## config.mk

```make
export PLATFORM = sky130hd
export DESIGN_NAME = arb_req_queue
export DESIGN_NICKNAME = d
export VERILOG_FILES = /design/src/rtl/arb_req_queue.sv
export SDC_FILE = /design/constraint.sdc
export NUM_CORES = 1
export LEC_CHECK = 0
export CORE_ASPECT_RATIO = 1.75
export CORE_MARGIN = 8
export CORE_UTILIZATION = 45
export CTS_CLUSTER_SIZE = 14
export DETAILED_ROUTE_END_ITERATION = 8
export HOLD_SLACK_MARGIN = 0.02
export PLACE_DENSITY = 0.63
export SLEW_MARGIN = 20
export SYNTH_ARGS = -nofsm -noshare
export SYNTH_HDL_FRONTEND = slang
export SYNTH_SLANG_ARGS = --single-unit
```

## constraint.sdc

```tcl
create_clock -name clk -period 7.34 [get_ports clk]
set_input_delay 1.468 -clock clk [delete_from_list [all_inputs] [get_ports clk]]
set_output_delay 1.468 -clock clk [all_outputs]
set_load 0.05 [all_outputs]
```

## src/rtl/arb_req_queue.sv

```systemverilog
// Per-port request FIFOs feeding a round-robin arbiter; granted heads are
// popped onto one registered shared output bus.
module arb_req_queue #(
   parameter int NUM_PORTS = 4,
   parameter int DATA_W    = 32,
   parameter int DEPTH     = 4
) (
   input  logic                          clk,
   input  logic                          reset,
   input  logic [NUM_PORTS-1:0]          in_valid,
   input  logic [NUM_PORTS*DATA_W-1:0]   in_data,
   output logic [NUM_PORTS-1:0]          in_ready,
   output logic [NUM_PORTS-1:0]          reqs,
   input  logic [NUM_PORTS-1:0]          grants,
   output logic                          out_valid,
   output logic [DATA_W-1:0]             out_data,
   output logic [$clog2(NUM_PORTS)-1:0]  out_port,
   output logic                          grant_err
);

   localparam int PW = $clog2(DEPTH);
   localparam int CW = PW + 1;
   localparam int IW = $clog2(NUM_PORTS);
   localparam logic [CW-1:0] FULL = CW'(DEPTH);
   localparam logic [NUM_PORTS-1:0] ONE = NUM_PORTS'(1);

   logic [NUM_PORTS-1:0][CW-1:0] cnt_q, cnt_d;
   logic [NUM_PORTS-1:0][PW-1:0] wptr_q, wptr_d;
   logic [NUM_PORTS-1:0][PW-1:0] rptr_q, rptr_d;
   logic [DATA_W-1:0]            mem_q [NUM_PORTS][DEPTH];

   logic              mask_q;
   logic              err_q, err_d;
   logic              vld_q, vld_d;
   logic [DATA_W-1:0] data_q, data_d;
   logic [IW-1:0]     port_q, port_d;

   logic [NUM_PORTS-1:0] push;
   logic [NUM_PORTS-1:0] popv;
   logic [IW-1:0]        gidx;
   logic                 onehot;
   logic                 hit;
   logic                 pop;
   logic                 bad;

   always_comb begin
      gidx = '0;
      for (int i = 0; i < NUM_PORTS; i++) begin
         if (grants[i]) gidx = IW'(i);
      end
      onehot = (grants != '0) && ((grants & (grants - ONE)) == '0);
      hit    = onehot && (cnt_q[gidx] != '0);
      // grants are masked for the single cycle following reset
      pop    = !mask_q && hit;
      bad    = !mask_q && (grants != '0) && !hit;
   end

   always_comb begin
      for (int i = 0; i < NUM_PORTS; i++) begin
         in_ready[i] = (cnt_q[i] != FULL);
         reqs[i]     = cnt_q[i] > (grants[i] ? CW'(1) : CW'(0));
         push[i]     = in_valid[i] && in_ready[i];
         popv[i]     = pop && (gidx == IW'(i));
         cnt_d[i]    = cnt_q[i] + CW'(push[i]) - CW'(popv[i]);
         wptr_d[i]   = wptr_q[i] + PW'(push[i]);
         rptr_d[i]   = rptr_q[i] + PW'(popv[i]);
      end
   end

   always_comb begin
      vld_d  = pop;
      data_d = data_q;
      port_d = port_q;
      err_d  = err_q | bad;
      if (pop) begin
         data_d = mem_q[gidx][rptr_q[gidx]];
         port_d = gidx;
      end
   end

   always_ff @(posedge clk) begin
      for (int i = 0; i < NUM_PORTS; i++) begin
         if (push[i]) mem_q[i][wptr_q[i]] <= in_data[i*DATA_W +: DATA_W];
      end
   end

   always_ff @(posedge clk) begin
      if (reset) begin
         cnt_q  <= '0;
         wptr_q <= '0;
         rptr_q <= '0;
         mask_q <= 1'b1;
         err_q  <= 1'b0;
         vld_q  <= 1'b0;
         data_q <= '0;
         port_q <= '0;
      end else begin
         cnt_q  <= cnt_d;
         wptr_q <= wptr_d;
         rptr_q <= rptr_d;
         mask_q <= 1'b0;
         err_q  <= err_d;
         vld_q  <= vld_d;
         data_q <= data_d;
         port_q <= port_d;
      end
   end

   assign out_valid = vld_q;
   assign out_data  = data_q;
   assign out_port  = port_q;
   assign grant_err = err_q;

endmodule

```

==> results of run 1 <==
## layout by cell type (no fill, tap or decap), types with 20 or more instances in the layout
cell,synthesis,layout
ha_1,20,20
a21oi_1,31,30
nand2_1,85,85
mux2i_1,64,64
nor2_1,27,24
mux2_2,71,71
a22oi_1,98,98
clkdlybuf4s50_1,0,177
clkbuf_1,59,21
buf_4,2,37
edfxtp_1,512,512
dfxtp_1,65,65
o21ai_0,22,22
a311oi_1,25,25
nand3_1,54,54
o211ai_1,100,100
inv_1,21,21
clkbuf_16,0,53
## metal layers
layer / wire length [um] / track usage (%)
met5: 0 / 0
met3: 4100 / 3.10
met2: 33000 / 38.3
met4: 4230 / 14.1
met1: 23700 / 24.3
## cell families (layout without fill, tap and decap cells)
logic type	after synthesis	in the layout	synth area share, %
buffers and inverters	124	335	2.43
flip-flops	577	577	72.9
AO/OA/AOI/OAI	330	330	10.6
multiplexers	147	147	7.44
adder cells (fa/ha/maj)	25	25	1.49
AND/OR/NAND/NOR	222	222	4.67
XOR/XNOR	13	13	0.498
## registers in the layout, indices dropped and copies added, names as in the netlist
signal and flops:
wptr_q 8, out_data 32, out_port 2, rptr_q 8, mem_q 512, mask_q 1
cnt_q 12, grant_err 1, out_valid 1
## power by group
group	internal, mW	leakage (nW)	switching, mW
registers	4.00	5.22	0.127
logic	0.451	2.82	0.955
clock network	1.45	0.778	1.15
## stage by stage
| step | power (mW) | area [um2] | hold slack [ns] | cells |
|---|---|---|---|---|
| CTS | 8.19 | 27000 | 0.476 | 2315 |
| global placement | 5.57 | 25400 | 0.458 | 2220 |
| detailed placement | 5.61 | 25400 | 0.469 | 2221 |
| global route | 8.39 | 27000 | 0.507 | 2315 |
| floorplan | 4.98 | 22900 | 0.446 | 1438 |
| finish | 8.13 | 27000 | 0.477 | 2315 |
## cells in the mapped netlist (3+ instances only)
cell      number  area [um2]
edfxtp_1     512       15400
o211ai_1     100         751
a22oi_1       98         736
nand2_1       85         319
mux2_2        71         800
dfxtp_1       65        1300
mux2i_1       64         641
clkbuf_1      59         221
nand3_1       54         270
buf_2         32         160
a21oi_1       31         155
nor2_1        27         101
a311oi_1      25         219
o21ai_0       22         110
inv_1         21        78.8
ha_1          20         250
a22o_1        16         140
nor2b_1       14        87.6
mux4_2        11         248
xnor2_1       10        87.6
nor3_1         8        40.0
o32ai_1        8        70.1
a211oi_1       7        52.6
nand2b_1       7        43.8
o22ai_1        7        43.8
buf_6          5        56.3
nor3b_1        5        37.5
and3_1         4        25.0
fa_1           4        80.1
o211a_1        3        30.0
o31ai_1        3        22.5
or4_1          3        22.5
xor2_1         3        26.3
## final timing paths
check,endpoint
max,cnt_q[11]
min,rptr_q[1]
max reg2reg,cnt_q[11]
min reg2reg,rptr_q[1]
## critical path: stages
cell and delay (ns):
buf_6 0.55, clkinv_1 0.86, o211ai_1 0.37, nand4_1 0.81, nand3_1 0.50, xnor2_1 0.16
ha_1 0.16, inv_1 0.05, fa_1 0.37, xnor2_1 0.16, nor2_1 0.05
## area by class of cell
class | instances | area, um2 | share of cell area [%]
clock inverter | 15 | 123 | 0.453
multi-input combinational | 737 | 5750 | 21.3
tap | 666 | 833 | 3.08
sequential | 577 | 16700 | 61.7
clock buffer | 79 | 1470 | 5.45
timing repair buffer | 217 | 2090 | 7.74
inverter | 24 | 91.3 | 0.338
==> results.sh, run 1 <==
export IMPL_fmax_mhz=195
export IMPL_fill_cells=4055
export IMPL_r2r_slack_ns=4.07
export IMPL_timing_rr_start="cnt_q[3]"
export IMPL_min_from="rptr_q[1]"
export IMPL_diodes=0
export IMPL_path_class="in -> reg"
export IMPL_ys_seq_area_share_pct=72.9
export IMPL_fin_ws_ns=2.22
export IMPL_post_cts_resized=0
export IMPL_p_per_area_nw_per_um2=301
export IMPL_critPathMaxFanout=109
export IMPL_skew_ns=0.0133
export IMPL_grt_use_total_pct=21.7
export IMPL_syn_avg_cell_area_um2=15.9
export IMPL_cts_tree="built"
export IMPL_cp_required_ns=7.77
export IMPL_die_y_um=314
export IMPL_worstSkewPairLatency_ns=0.58
export IMPL_drc=0
export IMPL_syn_to_final_growth_pct=18.2
export IMPL_ys_types=61
export IMPL_hold_viol=0
export IMPL_cts_made_buffers=51
export IMPL_num_io_pins=182
export IMPL_drt_pass1_iterations=5
export IMPL_p_leak_nw=8.83
export IMPL_yosysWarnings=0
export IMPL_slew_headroom_pct=29.6
export IMPL_initial_utilization_pct=45.5
export IMPL_setup_viol=0
export IMPL_vias=13800
export IMPL_cts_htree_levels=2
export IMPL_ant_nets=0
export IMPL_period_share_pct=69.8
export IMPL_cts_hold_buf=0
export IMPL_rsz0062_at_grt="false"
export IMPL_post_cts_buffers=0
export IMPL_worstPathArrival_ns=5.55
export IMPL_ys_flop_type="edfxtp_1"
export IMPL_clock_path_buffers=3
export IMPL_hold_path_cell_count=2
export IMPL_end_kind="flip-flop"
export IMPL_status="finished, final reports clean"
export IMPL_grt_pass1_wl_um=94400
export IMPL_ir_worst_vdd_v=0.000166
export IMPL_first_global_vias=14400
export IMPL_place_ws_ns=1.72
export IMPL_cap_viol_max_count=0
export IMPL_clkSinkCount=577
export IMPL_nets=1770
export IMPL_die_width_um=186
export IMPL_reg2regPathDepth=10
export IMPL_slew_violations=0
export IMPL_port_buffers=181
export IMPL_first_iter_violations=1289
export IMPL_synth_edff_count=512
export IMPL_synth_area_um2=22900
export IMPL_hpwl_um=40700
export IMPL_final_core_util_pct=53.7
export IMPL_yosys_register_bits=577
export IMPL_synthArstFlopShare_pct=0
export IMPL_layout_min_cycle_time_ns=5.12
export IMPL_gr_total_overflow=0
export IMPL_netlist_instances=1438
export IMPL_hp_class="reg -> reg"
export IMPL_layout_drive_gt1_share_pct=13.3
export IMPL_antenna_found_initial=0
export IMPL_start_kind="input pin"
export IMPL_fp_dieArea_um2=58600
export IMPL_drt_wl_total_um=65000
export IMPL_cts_root_buf="clkbuf_16"
export IMPL_via_per_inst=5.94
export IMPL_core_rowCount=109
export IMPL_tns_ns=0
export IMPL_worstMarginPinSlew_ns=1.06
export IMPL_clkTransAtPathRegs_ns=0.07
export IMPL_crit_start="grants[3]"
export IMPL_syn_num_nets=1600
export IMPL_avgRoutedWirePerCell_um=28.1
export IMPL_core_area_um2=50300
export IMPL_grt_max_degree=110
export IMPL_gp_congestion=0.790
(Power assumes the default switching activity.)
==> inputs of run 2 (changes only) <==
- clock period: 7.34 -> 5.2 ns (I/O delays scaled with it)
==> run 2 against run 1 <==
  * First-iteration DRC count down 21%
  * Worst setup slack worse by 1.0 ns
  * Critical path type is now in -> out
  * Largest cell class unchanged
  * Critical path depth down 7
  * Flip-flop and latch count unchanged
  * Clock-buffer cell count down 2
  * Sequential share of layout area down 0.094 points
  * Register-to-register slack worse by 1.5 ns
  * Sequential power up 41%
  * Final cell count up 0.35%
==> results.sh, run 2 (synthesis results as in run 1) <==
export IMPL_final_cell_mix="edfxtp_1 (512), clkdlybuf4s50_1 (177), o211ai_1 (100)"
export IMPL_post_cts_buffers=0
export IMPL_cap_viol_max_count=0
export IMPL_slowest_delay_ns=0.83
export IMPL_grt_pass1_wl_um=92900
export IMPL_hold_viol=0
export IMPL_critPathTopFamily="buffers and inverters"
export IMPL_fp_dieArea_um2=58600
export IMPL_core_area_um2=50300
export IMPL_worstSkewPairLatency_ns=0.58
export IMPL_antenna_found_initial=1
export IMPL_first_global_vias=14400
export IMPL_layout_drive_gt1_share_pct=13.7
export IMPL_grt_max_degree=81
export IMPL_fin_ws_ns=1.18
export IMPL_min_from="grant_err"
export IMPL_cts_tree="built"
export IMPL_first_iter_violations=1019
export IMPL_drc=0
export IMPL_cts_htree_levels=2
export IMPL_skew_ns=0.0108
export IMPL_gr_total_overflow=0
export IMPL_hold_path_cell_count=2
export IMPL_cp_required_ns=4.16
export IMPL_worstPathArrival_ns=2.98
export IMPL_clkTransAtPathRegs_ns=0.06
export IMPL_crit_start="grants[2]"
export IMPL_hold_worst_slack_ns=0.454
export IMPL_reg2regPathDepth=5
export IMPL_port_buffers=181
export IMPL_slew_headroom_pct=37.0
export IMPL_via_per_inst=5.89
export IMPL_slowest_stage="clkdlybuf4s50_1"
export IMPL_num_io_pins=182
export IMPL_largest_reg_flops=512
export IMPL_instances_no_fill=2323
export IMPL_die_y_um=314
export IMPL_slew_violations=0
export IMPL_place_ws_ns=1.17
export IMPL_place_inst=2230
export IMPL_path_class="in -> out"
export IMPL_start_kind="input pin"
export IMPL_final_common_cell="edfxtp_1"
export IMPL_post_cts_resized=0
export IMPL_hpwl_um=40100
export IMPL_setup_viol=0
export IMPL_initial_utilization_pct=45.5
export IMPL_critical_path_cell_count=4
export IMPL_critPathMaxFanout=61
export IMPL_fmax_mhz=249
export IMPL_status="finished, final reports clean"
export IMPL_drt_pass1_iterations=5
export IMPL_hp_class="reg -> reg"
export IMPL_period_share_pct=77.2
export IMPL_cts_made_buffers=51
export IMPL_drt_wl_total_um=63800
export IMPL_syn_to_final_growth_pct=18.4
export IMPL_end_kind="output pin"
export IMPL_critPathBufInv=2
export IMPL_ir_worst_vdd_v=0.000253
export IMPL_fill_cells=3992
export IMPL_worstMarginPinSlew_ns=0.943
export IMPL_tns_ns=0
export IMPL_p_per_area_nw_per_um2=420
export IMPL_vias=13700
export IMPL_clkSinkCount=577
export IMPL_path_cells="buf_4 > ha_1 > a32oi_1 > clkdlybuf4s50_1"
export IMPL_p_leak_nw=8.85
export IMPL_cts_hold_buf=0
export IMPL_rsz0062_at_grt="false"
export IMPL_final_core_util_pct=53.8
export IMPL_timing_rr_start="rptr_q[7]"
export IMPL_die_width_um=186
export IMPL_gp_congestion=0.793
export IMPL_nets=1779
export IMPL_core_rowCount=109
export IMPL_ant_nets=0
export IMPL_grt_use_total_pct=21.3
export IMPL_avgRoutedWirePerCell_um=27.5
export IMPL_cts_root_buf="clkbuf_16"
export IMPL_r2r_slack_ns=2.62
export IMPL_clock_path_buffers=3
export IMPL_layout_min_cycle_time_ns=4.02
## run 2: per-stage QoR
step                power (mW)  instance area (um2)
floorplan                 7.03                22900
global placement          7.87                25500
detailed placement        7.93                25500
CTS                       11.5                27100
global route              11.8                27100
finish                    11.4                27100
## run 2: tightest hold or removal path: cells and delay by family (launching register included)
kind / cells / cell delay, ns
AND/OR/NAND/NOR: 1 / 0.05
flip-flops: 1 / 0.33
AO/OA/AOI/OAI: 1 / 0.05
## run 2: area by class of cell
cell class | count | area (um2) | share of cell area (%)
clock inverters | 15 | 96.3 | 0.356
repair buffers | 226 | 2170 | 8.00
clock buffers | 77 | 1470 | 5.41
well taps | 666 | 833 | 3.08
inverters | 24 | 91.3 | 0.337
multi-input cells | 737 | 5750 | 21.2
diodes | 1 | 2.50 | 0.00924
flip-flops and latches | 577 | 16700 | 61.6
## run 2: path summary, 6_finish.rpt
check | to
setup reg to reg | out_data[15]
hold / removal | grant_err
hold reg to reg | grant_err
setup / recovery | reqs[2]
## run 2: where the power goes
group	switching [mW]	internal, mW	leakage, nW
registers	0.178	5.64	5.22
logic	1.34	0.653	2.87
clock network	1.59	1.99	0.756
total	3.10	8.29	8.85
## run 2: metal layers
layer | GRT usage (%) | vias up | routed length, um
met3 | 3.66 | 173 | 3900
met2 | 37.6 | 554 | 32800
met5 | 0 | - | 0
met1 | 24.3 | 6900 | 23800
li1 | - | 6059 | -
met4 | 11.6 | 0 | 3340
==> inputs of run 3 (changes only) <==
- PLACE_DENSITY: 0.63 -> 0.66
- clock period: 5.2 -> 3.5 ns (I/O delays scaled with it)
==> run 3 against run 2 <==
  * Sequential power grew 49%
  * Non-clock buffer count increased by 2
  * Clock power grew 46%
  * Critical path type unchanged
  * Largest cell class unchanged
  * Clock-buffer cell count increased by 7
  * Critical endpoint is now reqs[1]
  * Clock skew up 0.0079 ns
  * Final area up 0.52%
  * Core utilization rose by 0.28 points
==> results.sh, run 3 (synthesis results as in run 1) <==
export IMPL_layout_min_cycle_time_ns=2.91
export IMPL_drc=0
export IMPL_slowest_delay_ns=0.54
export IMPL_via_per_inst=5.94
export IMPL_hold_viol=0
export IMPL_fmax_mhz=344
export IMPL_antenna_found_initial=2
export IMPL_place_inst=2232
export IMPL_ant_nets=0
export IMPL_slew_violations=0
export IMPL_first_iter_violations=1210
export IMPL_cap_viol_max_count=0
export IMPL_die_y_um=314
export IMPL_period_share_pct=83.1
export IMPL_layout_drive_gt1_share_pct=13.8
export IMPL_rsz0062_at_grt="false"
export IMPL_post_cts_resized=0
export IMPL_clock_path_buffers=3
export IMPL_largest_reg_flops=512
export IMPL_gp_congestion=0.803
export IMPL_instances_no_fill=2323
export IMPL_cts_root_buf="clkbuf_16"
export IMPL_grt_pass1_wl_um=92800
export IMPL_avgRoutedWirePerCell_um=27.2
export IMPL_cp_required_ns=2.80
export IMPL_cts_htree_levels=2
export IMPL_register_area_um2=16700
export IMPL_path_cells="buf_4 > buf_4 > ha_1 > a22oi_1 > buf_12"
export IMPL_vias=13800
export IMPL_setup_viol=0
export IMPL_ir_worst_vdd_v=0.000338
export IMPL_fin_total_pwr_mw=16.9
export IMPL_end_kind="output pin"
export IMPL_skew_ns=0.0187
export IMPL_core_area_um2=50300
export IMPL_drt_wl_total_um=63200
export IMPL_p_leak_nw=8.88
export IMPL_first_global_vias=14300
export IMPL_syn_to_final_growth_pct=19.0
export IMPL_core_rowCount=109
export IMPL_worstSkewPairLatency_ns=0.58
export IMPL_clkTransAtPathRegs_ns=0.07
export IMPL_grt_max_degree=121
export IMPL_fp_dieArea_um2=58600
export IMPL_port_buffers=181
export IMPL_start_kind="input pin"
export IMPL_drt_pass1_iterations=7
export IMPL_worstMarginPinSlew_ns=0.845
export IMPL_slew_headroom_pct=43.7
export IMPL_initial_utilization_pct=45.5
export IMPL_reg2regPathDepth=5
export IMPL_hold_path_cell_count=2
export IMPL_final_cell_mix="edfxtp_1 (512), clkdlybuf4s50_1 (173), o211ai_1 (100)"
export IMPL_grt_use_total_pct=21.2
export IMPL_hpwl_um=38500
export IMPL_cts_tree="built"
export IMPL_critical_path_cell_count=5
export IMPL_worstPathArrival_ns=2.21
export IMPL_slowest_stage="buf_4"
export IMPL_critPathBufInv=3
export IMPL_p_per_area_nw_per_um2=621
export IMPL_clkSinkCount=577
export IMPL_critPathTopFamily="buffers and inverters"
export IMPL_cts_hold_buf=0
export IMPL_cts_made_buffers=49
export IMPL_gr_total_overflow=0
export IMPL_num_io_pins=182
export IMPL_hp_class="reg -> reg"
export IMPL_final_common_cell="edfxtp_1"
export IMPL_nets=1779
export IMPL_multiInputGateArea_um2=5790
export IMPL_fill_cells=3995
export IMPL_diodes=0
export IMPL_status="finished, final reports clean"
export IMPL_die_width_um=186
export IMPL_critPathMaxFanout=35
export IMPL_path_class="in -> out"
export IMPL_post_cts_buffers=0
export IMPL_crit_top_cell="buf_4"
-- run 3: changes by cell type in the layout (fill, tap and decap cells not counted), moves of 4 or more --
cell	before	now
clkbuf_1	19	28
clkdlybuf4s50_1	177	173
buf_4	45	38
buf_12	2	14
clkinv_1	9	3
-- run 3: final timing paths --
kind | startpoint | endpoint | slack, ns
worst min register to register | grant_err | grant_err | 0.47
worst max register to register | rptr_q[7] | out_data[15] | 0.90
worst min-delay path | grant_err | grant_err | 0.47
worst max-delay path | grants[1] | reqs[1] | 0.59
-- run 3: per-stage QoR --
stage	cell area (um2)	setup slack, ns	setup TNS [ns]	utilization [%]	hold WS, ns
finish	27200	0.592	0	54.1	0.470
global placement	25700	0.193	0	51.1	0.438
detailed placement	25700	0.193	0	51.1	0.455
global route	27200	0.505	0	54.1	0.506
floorplan	22900	-0.454	-36.24	-	0.446
CTS	27200	0.565	0	54.1	0.472
-- run 3: area by class of cell --
cell class	count	area share [%]
multi-input combinational	737	21.3
inverter	24	0.335
clock inverter	7	0.257
clock buffer	84	5.28
timing repair buffer	228	8.54
sequential	577	61.3
tap	666	3.06
-- run 3: routing by layer --
layer | part of all wire, % | vias to the layer above | wire [um] | track usage, %
met4 | 4.0 | 4 | 2560 | 9.22
li1 | - | 6055 | - | -
met1 | 36 | 7003 | 22900 | 24.3
met5 | 0.038 | - | 24 | 0
met2 | 52 | 599 | 33200 | 38.3
met3 | 7.3 | 132 | 4610 | 3.65
-- run 3: where the power goes --
part           leakage (nW)  total (mW)  switching (mW)  internal, mW
logic                  2.93        3.01            2.00          1.01
clock network         0.731        5.23            2.37          2.86
registers              5.22        8.65           0.271          8.38
-- run 3: worst min-delay path, cell delays in order (launching register included) --
cell and delay [ns]:
dfxtp_1 0.34, nand2_1 0.05, o41ai_1 0.05
